===== src/rtl/online_otf_convert_pkg.sv =====
// rtl/online_otf_convert_pkg.sv - shared online-arithmetic digit codes and FSM state encodings
package online_otf_convert_pkg;

    localparam int PLUS_BIT  = 1;
    localparam int MINUS_BIT = 0;

    localparam logic [1:0] DIGIT_ZERO = 2'b00;
    localparam logic [1:0] DIGIT_NEG  = 2'b01;
    localparam logic [1:0] DIGIT_POS  = 2'b10;

    typedef enum logic [1:0] {
        ST_IDLE = 2'd0,
        ST_CONV = 2'd1,
        ST_DONE = 2'd2
    } otf_state_e;

endpackage


===== src/rtl/online_otf_step.sv =====
// rtl/online_otf_step.sv - one combinational on-the-fly conversion digit step
module online_otf_step
    import online_otf_convert_pkg::*;
#(
    parameter int W = 10
) (
    input  logic [W-1:0] q,
    input  logic [W-1:0] qm,
    input  logic [1:0]   digit,
    output logic [W-1:0] q_next,
    output logic [W-1:0] qm_next
);

    // Code 11 falls into the default arm and behaves exactly like a zero digit.
    always_comb begin
        q_next  = {q[W-2:0], 1'b0};
        qm_next = {qm[W-2:0], 1'b1};
        case (digit)
            DIGIT_POS: begin
                q_next  = {q[W-2:0], 1'b1};
                qm_next = {q[W-2:0], 1'b0};
            end
            DIGIT_NEG: begin
                q_next  = {qm[W-2:0], 1'b1};
                qm_next = {qm[W-2:0], 1'b0};
            end
            default: begin
            end
        endcase
    end

endmodule


===== src/rtl/online_otf_convert.sv =====
// rtl/online_otf_convert.sv - serial MSD-first redundant-to-two's-complement converter
module online_otf_convert
    import online_otf_convert_pkg::*;
#(
    parameter int  Stage = 4,
    localparam int ND    = Stage + 5
) (
    input  logic            clk,
    input  logic            rst,
    input  logic [2*ND-1:0] y,
    input  logic            in_valid,
    output logic            in_ready,
    output logic [ND:0]     z,
    output logic            out_valid,
    input  logic            out_ready,
    output logic            busy
);

    localparam int             CNT_W    = $clog2(ND);
    localparam logic [CNT_W-1:0] CNT_LAST = CNT_W'(ND - 1);

    otf_state_e        state_q, state_d;
    logic [CNT_W-1:0]  cnt_q, cnt_d;
    logic [2*ND-1:0]   sr_q, sr_d;
    logic [ND:0]       q_q, q_d;
    logic [ND:0]       qm_q, qm_d;
    logic [ND:0]       z_q, z_d;
    logic [ND:0]       q_step, qm_step;

    online_otf_step #(.W(ND + 1)) u_step (
        .q       (q_q),
        .qm      (qm_q),
        .digit   (sr_q[2*ND-1 -: 2]),
        .q_next  (q_step),
        .qm_next (qm_step)
    );

    always_comb begin
        state_d = state_q;
        cnt_d   = cnt_q;
        sr_d    = sr_q;
        q_d     = q_q;
        qm_d    = qm_q;
        z_d     = z_q;
        case (state_q)
            ST_IDLE: begin
                if (in_valid) begin
                    state_d = ST_CONV;
                    sr_d    = y;
                    q_d     = '0;
                    qm_d    = '1;
                    cnt_d   = '0;
                end
            end
            ST_CONV: begin
                q_d  = q_step;
                qm_d = qm_step;
                sr_d = {sr_q[2*ND-3:0], 2'b00};
                // The last step publishes straight into z so out_valid and z rise together.
                if (cnt_q == CNT_LAST) begin
                    cnt_d   = '0;
                    state_d = ST_DONE;
                    z_d     = q_step;
                end else begin
                    cnt_d = cnt_q + CNT_W'(1);
                end
            end
            ST_DONE: begin
                if (out_ready) begin
                    state_d = ST_IDLE;
                end
            end
            default: begin
                state_d = ST_IDLE;
            end
        endcase
    end

    always_ff @(posedge clk or posedge rst) begin
        if (rst) begin
            state_q <= ST_IDLE;
            cnt_q   <= '0;
            sr_q    <= '0;
            q_q     <= '0;
            qm_q    <= '1;
            z_q     <= '0;
        end else begin
            state_q <= state_d;
            cnt_q   <= cnt_d;
            sr_q    <= sr_d;
            q_q     <= q_d;
            qm_q    <= qm_d;
            z_q     <= z_d;
        end
    end

    assign in_ready  = (state_q == ST_IDLE);
    assign out_valid = (state_q == ST_DONE);
    assign busy      = (state_q == ST_CONV);
    assign z         = z_q;

endmodule


===== config.mk =====
export PLATFORM = sky130hd
export DESIGN_NAME = online_otf_convert
export DESIGN_NICKNAME = d
export VERILOG_FILES = /design/src/rtl/online_otf_convert_pkg.sv /design/src/rtl/online_otf_step.sv /design/src/rtl/online_otf_convert.sv
export SDC_FILE = /design/constraint.sdc
export NUM_CORES = 1
export LEC_CHECK = 0
export ABC_AREA = 1
export CAP_MARGIN = 20
export CELL_PAD_IN_SITES_DETAIL_PLACEMENT = 0
export CELL_PAD_IN_SITES_GLOBAL_PLACEMENT = 2
export CORE_ASPECT_RATIO = 0.75
export CORE_UTILIZATION = 39
export DETAILED_ROUTE_END_ITERATION = 10
export DONT_BUFFER_PORTS = 1
export PLACE_DENSITY_LB_ADDON = 0.1
export SLEW_MARGIN = 15
export SYNTH_ARGS = -nofsm -noshare
export SYNTH_HDL_FRONTEND = slang
export SYNTH_SLANG_ARGS = --single-unit

===== constraint.sdc =====
create_clock -name clk -period 2.19 [get_ports clk]
set_input_delay 0.1095 -clock clk [delete_from_list [all_inputs] [get_ports clk]]
set_output_delay 0.1095 -clock clk [all_outputs]
set_load 0.01 [all_outputs]

==> results.json, run 1 <==
{
  "grt_antenna_before_repair": 0,
  "ys_seq_area_share_pct": 48.6,
  "power_switching_mw": 1.97,
  "synthCells": 363,
  "r2r_end": "z[7]",
  "end_kind": "flop",
  "finalMaxSlewViolations": 0,
  "port-buffer-count": 0,
  "final_util_pct": 46.0,
  "violations": "design-rule violations",
  "wl_per_cell_um": 14.0,
  "rsz0062_at_grt": "false",
  "ioPinCount": 35,
  "reg2regPathDepth": 8,
  "wl_mm": 6.38,
  "crit_chain": "inv_1, ha_1, nand2_1, nor2_1, nand2_1, inv_2, nand2_1, nand2_1",
  "die_area_um2": 7260,
  "die_h_um": 74.0,
  "synth_seq_cells": 52,
  "num_antenna_cells": 0,
  "track_usage_pct": 19.4,
  "yosys.cell_types.count": 24,
  "drive_above_1_share_pct": 8.82,
  "tightestPinTransition_ns": 0.623,
  "finalHoldViolations": 0,
  "fmax_mhz": 587,
  "timing.rr.start": "cnt_q[0]",
  "path_common_cell": "nand2_1",
  "syn_nets": 389,
  "outcome": "finished, violations left",
  "post_cts_resized": 0,
  "htreeDepth": 2,
  "power.density_nw_per_um2": 1460,
  "internal_power_mw": 2.38,
  "rows": 25,
  "min_path_cells": 4,
  "p_comb_share_pct": 45.2,
  "synth_flop_cell": "dfrtp_1",
  "ctsLongestPathBuffers": 2,
  "yosys_warnings": 0,
  "grt_pass1_vias": 2189,
  "min_period_ns": 1.70,
  "synth_top_area_cell": "dfrtp_1",
  "fin_ws_ns": 0.486,
  "crit_family": "simple AND/OR/NAND/NOR gates",
  "max_cap_violations": 0,
  "yosys-top-cells-area": "dfrtp_1, nand2_1, dfstp_2",
  "gp_congestion": 0.734,
  "fillers": 689,
  "die_w_um": 98.1,
  "fin_tns_setup_ns": 0,
  "grt_start_max_net_pins": 34,
  "hold_end": "sr_q[4]",
  "cts_sinks": 52,
  "core_um2": 6470,
  "post_cts_buffers": 0,
  "syn2layout_area_growth_pct": 10.4,
  "crit_path_start_kind": "flop",
  "synth_edf_count": 0,
  "finClkSkew_ns": 0.0112,
  "crit_type": "flop to flop",
  "via_count": 2213,
  "max_stage_delay_ns": 0.42,
  "clk_pin_slew_worst_paths_ns": 0.10,
  "crit_required_ns": 2.45,
  "initial_core_util_pct": 41.7,
  "grt_pass1_wl_mm": 11.0,
  "worstPathMaxFanout": 13,
  "cts_inserted_buffers": 5,
  "setup_viol": 0,
  "postRouteAntennaNets": 0,
  "swShare_pct": 45.3,
  "cp_num_buf_inv": 2,
  "async_reset_ff_share_pct": 100,
  "clkPwrFrac_pct": 13.8,
  "avgSynthCellArea_um2": 7.43,
  "pre_cts_slack_ns": 0.461,
  "cts_tree": "done",
  "hold_class": "input port to flop",
  "min_from": "y[4]",
  "syn_area_um2": 2700,
  "nets": 399,
  "r2r_setup_slack_ns": 0.49,
  "drt-initial-drc-count": 121,
  "cts_hold_buf": 14,
  "ir_drop_mv": 0.528,
  "first_pass_iters": 7,
  "cts-root-buf": "clkbuf_8",
  "via_per_inst": 4.86,
  "overflow": 0,
  "critPathSlowestCell": "dfrtp_1",
  "fin_crit_sh_pct": 77.8,
  "seqPwrFrac_pct": 41.0,
  "clk_latency_ns": 0.31,
  "arrival_ns": 1.96,
  "p_leak_nw": 1.65,
  "drc": 1,
  "relSlewSlack_pct": 58.4,
  "synth_top_area_share_pct": 39.9,
  "hpwl_mm": 4.16
}
-- worst max-delay path by stage --
stage / startpoint / to / slack (ns) / cells after the start
2_1_floorplan: cnt_q[0] / z[1] / 0.82 / 8
3_3_place_gp: cnt_q[0] / z[4] / 0.55 / 8
3_5_place_dp: cnt_q[0] / z[7] / 0.46 / 8
4_1_cts: cnt_q[0] / z[7] / 0.43 / 8
5_1_grt: cnt_q[0] / z[5] / 0.21 / 8
6_report: cnt_q[0] / z[7] / 0.49 / 8
-- cells by family after synthesis --
kind of cell / synth area share [%]
flip-flops: 48.6
AND/OR/NAND/NOR: 36.6
XOR/XNOR: 0.325
buffers and inverters: 9.36
adder cells (fa/ha/maj): 1.85
AO/OA/AOI/OAI: 3.25
-- metrics by stage --
step,power (mW),instance area (um^2),hold WS [ns],instances
after floorplan,3.31,2700,0.208,363
after global placement,3.74,2740,0.0982,433
after detailed placement,3.76,2740,0.115,433
after CTS,4.40,2980,0.000395,455
after global routing,4.81,2980,0.0234,455
final,4.36,2980,0.0161,455
-- Yosys cell counts, types with 2 or more instances --
master / instances
ha_1: 4
dfrtp_1: 43
buf_2: 9
inv_1: 34
o21ai_0: 2
nand2_2: 3
nand4_1: 6
inv_2: 3
buf_6: 2
nor2_1: 18
clkbuf_1: 2
nand3b_1: 8
o21ai_1: 13
nand3_1: 40
dfstp_2: 9
buf_4: 4
nand2_1: 156
-- power groups by stage --
stage | registers, mW | logic, mW | clock network (mW)
after floorplan | 1.72 | 1.59 | 0
after global placement | 1.79 | 1.95 | 0
after detailed placement | 1.80 | 1.97 | 0
after CTS | 1.78 | 2.00 | 0.622
after global routing | 1.84 | 2.31 | 0.657
final | 1.78 | 1.97 | 0.603
-- per-layer routing --
layer / vias up / wire (um) / GRT usage, %
met5: - / 0 / 0
met1: 1034 / 3500 / 28.6
met3: 5 / 222 / 3.76
li1: 1142 / - / -
met2: 32 / 2610 / 29.6
met4: 0 / 46 / 4.38
-- worst register-to-register path: stages (launching register included) --
cell and delay (ns):
dfrtp_1 0.42, inv_1 0.10, ha_1 0.17, nand2_1 0.05
nor2_1 0.21, nand2_1 0.33, inv_2 0.24, nand2_1 0.08
nand2_1 0.05
-- state kept, by name (all words and copies together), names as in the netlist --
name     count
cnt_q        4
q_q          9
qm_q         9
sr_q        18
state_q      2
z           10
-- area by class of cell --
cell class              instances  area (um^2)  share of cell area, %
repair buffers                 21          193                   6.47
flip-flops and latches         52         1310                   44.1
inverters                      38          143                   4.79
multi-input cells             255         1130                   38.1
well taps                      81          101                   3.40
clock inverters                 2         13.8                  0.462
clock buffers                   6         82.6                   2.77
-- placed cells by master, fill, tap and decap left out --
master / count
clkinv_2: 1
nand2_1: 156
ha_1: 4
nand2_2: 3
o21ai_1: 13
a21oi_1: 1
buf_4: 7
dfrtp_1: 43
nor2_4: 1
nor2_2: 1
dlygate4sd3_1: 14
xor2_1: 1
nand4_1: 6
nor2_1: 18
nand3_1: 40
inv_2: 4
inv_1: 33
nand3b_1: 8
o21ai_0: 2
o31ai_1: 1
dfstp_2: 9
inv_6: 1
clkinv_1: 1
clkbuf_8: 6
Power figures use the tool's default switching activity.
==> run 2, diff against run 1 <==
ABC_AREA = 0   (was 1)
CORE_UTILIZATION = 36   (was 39)
clock period = 1.4 ns   (was 2.19 ns; I/O delays follow)
==> run 2 against run 1 <==
The flow finishes with violations (design-rule violations, negative setup slack). Routed wire length fell by 9.1%. Hold slack gained 0.0024 ns. Synthesized area is 8.3% lower. Synthesized cell count decreased by 36%. Utilization is 2.6 points higher. Clock skew rose by 0.0017 ns. Total power is 73% higher. Clock-buffer cell count unchanged. Worst setup slack got worse by 0.67 ns. Critical endpoint is now z[2]. Largest cell class unchanged.
==> results.json, run 2 <==
{
  "outcome": "finished, violations left",
  "violations": "design-rule violations, negative setup slack",
  "grt_pass1_vias": 1752,
  "synth_edf_count": 0,
  "htreeDepth": 2,
  "final_util_pct": 48.6,
  "finalHoldViolations": 0,
  "clk_latency_ns": 0.31,
  "async_reset_ff_share_pct": 100,
  "cts_inserted_buffers": 5,
  "cts_tree": "done",
  "syn_nets": 259,
  "die_w_um": 97.8,
  "tightestPinTransition_ns": 0.281,
  "yosys.cell_types.count": 36,
  "power_switching_mw": 2.82,
  "first_pass_iters": 9,
  "crit_type": "flop to flop",
  "largest_reg_flops": 18,
  "worstPathMaxFanout": 5,
  "syn_area_um2": 2480,
  "ctsLongestPathBuffers": 2,
  "drive_above_1_share_pct": 33.1,
  "hold_class": "input port to flop",
  "internal_power_mw": 4.70,
  "placed_cells": 320,
  "track_usage_pct": 17.4,
  "synth_top_area_cell": "dfrtp_1",
  "grt_antenna_before_repair": 0,
  "port-buffer-count": 0,
  "synth_seq_cells": 52,
  "synthTopCellsByCount": "dfrtp_1, nand2_1, nor2_1",
  "grt_start_max_net_pins": 53,
  "max_cap_violations": 0,
  "wl_per_cell_um": 16.7,
  "gp_congestion": 0.796,
  "via_count": 1850,
  "hpwl_mm": 3.88,
  "ioPinCount": 35,
  "fin_ws_ns": -0.181,
  "multi_input_area_um2": 1160,
  "drc": 6,
  "fillers": 586,
  "core_um2": 6470,
  "layout_common_cells": "dfrtp_1, nand2_1, nor2_1",
  "fin_crit_sh_pct": 113,
  "crit_path_start_kind": "flop",
  "fmax_mhz": 633,
  "syn2layout_area_growth_pct": 27.0,
  "nets": 291,
  "cts_sinks": 52,
  "rsz0062_at_grt": "true",
  "fin_cells": 347,
  "power.density_nw_per_um2": 2390,
  "min_period_ns": 1.58,
  "clk_pin_slew_worst_paths_ns": 0.10,
  "yosys-top-cells-area": "dfrtp_1, dfstp_2, mux2_4",
  "initial_core_util_pct": 38.2,
  "synth_top_area_share_pct": 43.5,
  "clkPwrFrac_pct": 13.6,
  "setup_viol": 25,
  "synth.most_common_cell": "dfrtp_1",
  "ir_drop_mv": 0.879,
  "end_kind": "flop",
  "largest_register": "sr_q",
  "wl_mm": 5.79,
  "die_h_um": 73.8,
  "crit_required_ns": 1.59,
  "finalMaxSlewViolations": 0,
  "synthCells": 233,
  "seqPwrFrac_pct": 37.6,
  "ys_seq_area_share_pct": 53.0,
  "via_per_inst": 5.33,
  "rows": 25,
  "overflow": 0,
  "avgSynthCellArea_um2": 10.6,
  "synth_flop_cell": "dfrtp_1",
  "final_common_cell": "dfrtp_1",
  "yosys_warnings": 0,
  "relSlewSlack_pct": 81.2,
  "cts-root-buf": "clkbuf_8",
  "p_leak_nw": 1.43,
  "postRouteAntennaNets": 0,
  "finClkSkew_ns": 0.0129,
  "swShare_pct": 37.5,
  "p_comb_share_pct": 48.8,
  "die_area_um2": 7220,
  "drt-initial-drc-count": 45,
  "arrival_ns": 1.77,
  "seqCellArea_um2": 1310,
  "grt_pass1_wl_mm": 9.41,
  "num_antenna_cells": 0
}
## run 2: cell types whose count changed after synthesis, moves of 11 or more
cell and change:
a21oi_1 +11, nand2_1 -128, inv_1 -28, nand3_1 -38, o21ai_1 -12
## run 2: path summary, 6_finish.rpt
kind / from / endpoint / slack, ns / cells after the start
hold reg to reg: sr_q[12] / sr_q[12] / 0.49 / 2
setup / recovery: sr_q[16] / z[2] / -0.18 / 5
hold / removal: in_valid / sr_q[1] / 0.02 / 3
setup reg to reg: sr_q[16] / z[2] / -0.18 / 5
max in group asynchronous: rst / qm_q[1] / 0.83 / 3
min in group asynchronous: rst / z[9] / 0.27 / 3
## run 2: per-stage QoR
stage / hold slack, ns / total power, mW / setup WS (ns) / TNS [ns] / cell area (um^2)
after floorplan: 0.220 / 5.16 / -0.175 / -2.78 / 2560
after global placement: 0.0232 / 5.92 / -0.268 / -6.08 / 2770
after detailed placement: 0.0367 / 6.03 / -0.344 / -7.18 / 2770
after CTS: 0.0114 / 7.41 / -0.186 / -3.47 / 3090
after global routing: 0.0270 / 8.08 / -0.230 / -4.91 / 3140
final: 0.0185 / 7.52 / -0.181 / -3.38 / 3140
## run 2: timing repair
item | CTS | global route
pin swaps | 11 | 5
cloned | 1 | 0
resized for setup | 16 | 11
endpoints found under the setup margin | 28 | 33
buffers inserted | 2 | 2
hold buffers | 14 | 0
hold endpoints to repair | 64 | 0
## run 2: kinds of logic after synthesis
group,synth area share (%)
AND/OR/NAND/NOR,14.8
AO/OA/AOI/OAI,19.8
flip-flops,53.0
buffers and inverters,4.95
multiplexers,5.46
adder cells (fa/ha/maj),2.02
## run 2: routing by layer
metal	vias to the layer above	part of all wire (%)	global-route usage [%]
li1	894	-	-
met1	896	52	25.7
met2	50	41	24.7
met3	10	5.7	4.28
met4	0	1.3	5.56
met5	-	0	0
## run 2: layout make-up
class	instances	share of cell area [%]
tap	81	3.22
clock inverter	2	1.11
timing repair buffer	41	13.7
sequential	52	41.7
clock buffer	6	2.31
inverter	7	0.995
multi-input combinational	158	36.9
## run 2: critical path, stage by stage (launching register included)
cell and delay, ns:
dfrtp_1 0.41, inv_2 0.08, ha_4 0.21, or2_4 0.26
a22o_1 0.23, mux2_4 0.26
## run 2: power groups by stage
stage,Combinational (mW),Clock [mW],Sequential (mW)
after floorplan,2.44,0,2.72
after global placement,3.08,0,2.84
after detailed placement,3.20,0,2.83
after CTS,3.53,1.06,2.83
after global routing,4.04,1.13,2.91
final,3.67,1.02,2.83
==> run 3, diff against run 2 <==
CORE_UTILIZATION = 37   (was 36)
SYNTH_HIERARCHICAL = 1   (was unset)
==> run 3 against run 2 <==
Synthesized area up 3.9%. Sequential share of layout area decreased by 1.5 points. Sequential power shrank 5%. Critical path depth unchanged. Clock power is essentially flat. Highest routed layer unchanged. The run ends with negative setup slack left. Total power is 7.2% lower. Clock-buffer cell count fell by 1. Hold slack worse by 0.0042 ns. Critical endpoint is now z[8]. Largest cell class unchanged. First-iteration DRC count is 120% higher.
==> results.json, run 3 <==
{
  "syn_nets": 254,
  "wl_per_cell_um": 17.7,
  "finClkSkew_ns": 0.00248,
  "rsz0062_at_grt": "true",
  "end_kind": "flop",
  "gp_congestion": 0.743,
  "cts_sinks": 52,
  "multi_input_area_um2": 1170,
  "cts_inserted_buffers": 5,
  "wl_mm": 6.21,
  "worstPathMaxFanout": 5,
  "tightestPinTransition_ns": 0.459,
  "nets": 295,
  "ir_drop_mv": 0.822,
  "min_period_ns": 1.57,
  "syn_area_um2": 2570,
  "synthCells": 228,
  "power.density_nw_per_um2": 2140,
  "grt_pass1_wl_mm": 10.0,
  "fin_tns_setup_ns": -3.23,
  "cts-root-buf": "clkbuf_8",
  "num_antenna_cells": 0,
  "fin_crit_sh_pct": 112,
  "die_h_um": 74.2,
  "initial_core_util_pct": 39.6,
  "p_leak_nw": 1.46,
  "setup_viol": 26,
  "final_util_pct": 50.2,
  "fmax_mhz": 637,
  "final_common_cell": "dfrtp_1",
  "htreeDepth": 2,
  "whs_ns": 0.0143,
  "fillers": 619,
  "violations": "negative setup slack",
  "clk_pin_slew_worst_paths_ns": 0.10,
  "avgSynthCellArea_um2": 11.3,
  "drive_above_1_share_pct": 28.9,
  "first_pass_iters": 6,
  "drt-initial-drc-count": 97,
  "postRouteAntennaNets": 0,
  "via_per_inst": 5.46,
  "grt_start_max_net_pins": 26,
  "reg2regPathDepth": 5,
  "die_w_um": 98.3,
  "fin_ws_ns": -0.171,
  "cts_tree": "done",
  "fin_total_pwr_mw": 6.99,
  "die_area_um2": 7300,
  "core_um2": 6510,
  "min_path_cells": 3,
  "grt_pass1_vias": 1863,
  "clk_latency_ns": 0.31,
  "relSlewSlack_pct": 69.3,
  "track_usage_pct": 18.2,
  "grt_antenna_before_repair": 0,
  "drc": 0,
  "largest_register": "sr_q",
  "ctsLongestPathBuffers": 2,
  "syn2layout_area_growth_pct": 26.9,
  "max_cap_violations": 0,
  "crit_path_start_kind": "flop",
  "crit_required_ns": 1.60,
  "overflow": 0,
  "finalMaxSlewViolations": 0,
  "crit_type": "flop to flop",
  "finalHoldViolations": 0,
  "seqCellArea_um2": 1310,
  "rows": 25,
  "outcome": "finished, violations left",
  "pre_cts_slack_ns": -0.268,
  "arrival_ns": 1.77,
  "hold_class": "input port to flop",
  "yosys_warnings": 6,
  "ioPinCount": 35,
  "hpwl_mm": 3.96,
  "via_count": 1918,
  "port-buffer-count": 0,
  "layout_common_cells": "dfrtp_1, a22o_1, dlygate4sd3_1",
  "largest_reg_flops": 18
}
==> run 3: path summary, 6_finish.rpt <==
kind                       slack (ns)  startpoint  endpoint
max                             -0.17    sr_q[16]      z[8]
min                              0.01    in_valid  sr_q[13]
max reg2reg                     -0.17    sr_q[16]      z[8]
min reg2reg                      0.53     sr_q[1]   sr_q[1]
max in group asynchronous        0.61         rst   qm_q[2]
min in group asynchronous        0.21         rst    q_q[7]
==> run 3: critical path, stage by stage (launching register included) <==
cell,delay (ns)
dfrtp_1,0.39
inv_2,0.06
ha_4,0.27
or2_4,0.27
a22o_1,0.22
mux2_4,0.26
==> run 3: layout make-up <==
cell class / count / share of cell area, %
Sequential cell: 52 / 40.2
Tap cell: 81 / 3.10
Clock inverter: 3 / 1.30
Timing Repair Buffer: 51 / 16.1
Multi-Input combinational cell: 150 / 35.9
Inverter: 9 / 1.26
Clock buffer: 5 / 2.11
==> run 3: what timing repair did <==
action | CTS | global route
resized for setup | 20 | 10
pin swaps | 5 | 11
endpoints found under the setup margin | 32 | 42
setup buffers | 4 | 4
hold buffers | 20 | 1
hold endpoints to repair | 52 | 1
cloned | 2 | 0
==> run 3: per-layer routing <==
| layer | track usage (%) | routed length, um | up-vias |
|---|---|---|---|
| met5 | 0 | 0 | - |
| met4 | 5.47 | 59 | 0 |
| met3 | 4.23 | 445 | 8 |
| met2 | 25.2 | 2540 | 67 |
| met1 | 28.1 | 3170 | 931 |
| li1 | - | - | 912 |
==> run 3: through the flow <==
stage | cell area [um^2] | cells
6_report | 3270 | 351
5_1_grt | 3270 | 351
4_1_cts | 3200 | 346
3_5_place_dp | 2770 | 313
3_3_place_gp | 2770 | 313
2_1_floorplan | 2590 | 228
==> run 3: power breakdown <==
group,total [mW],switching (mW),internal (mW),leakage [nW]
clock,1.05,0.517,0.530,0.0541
combinational,3.24,1.51,1.73,0.746
sequential,2.70,0.511,2.19,0.660
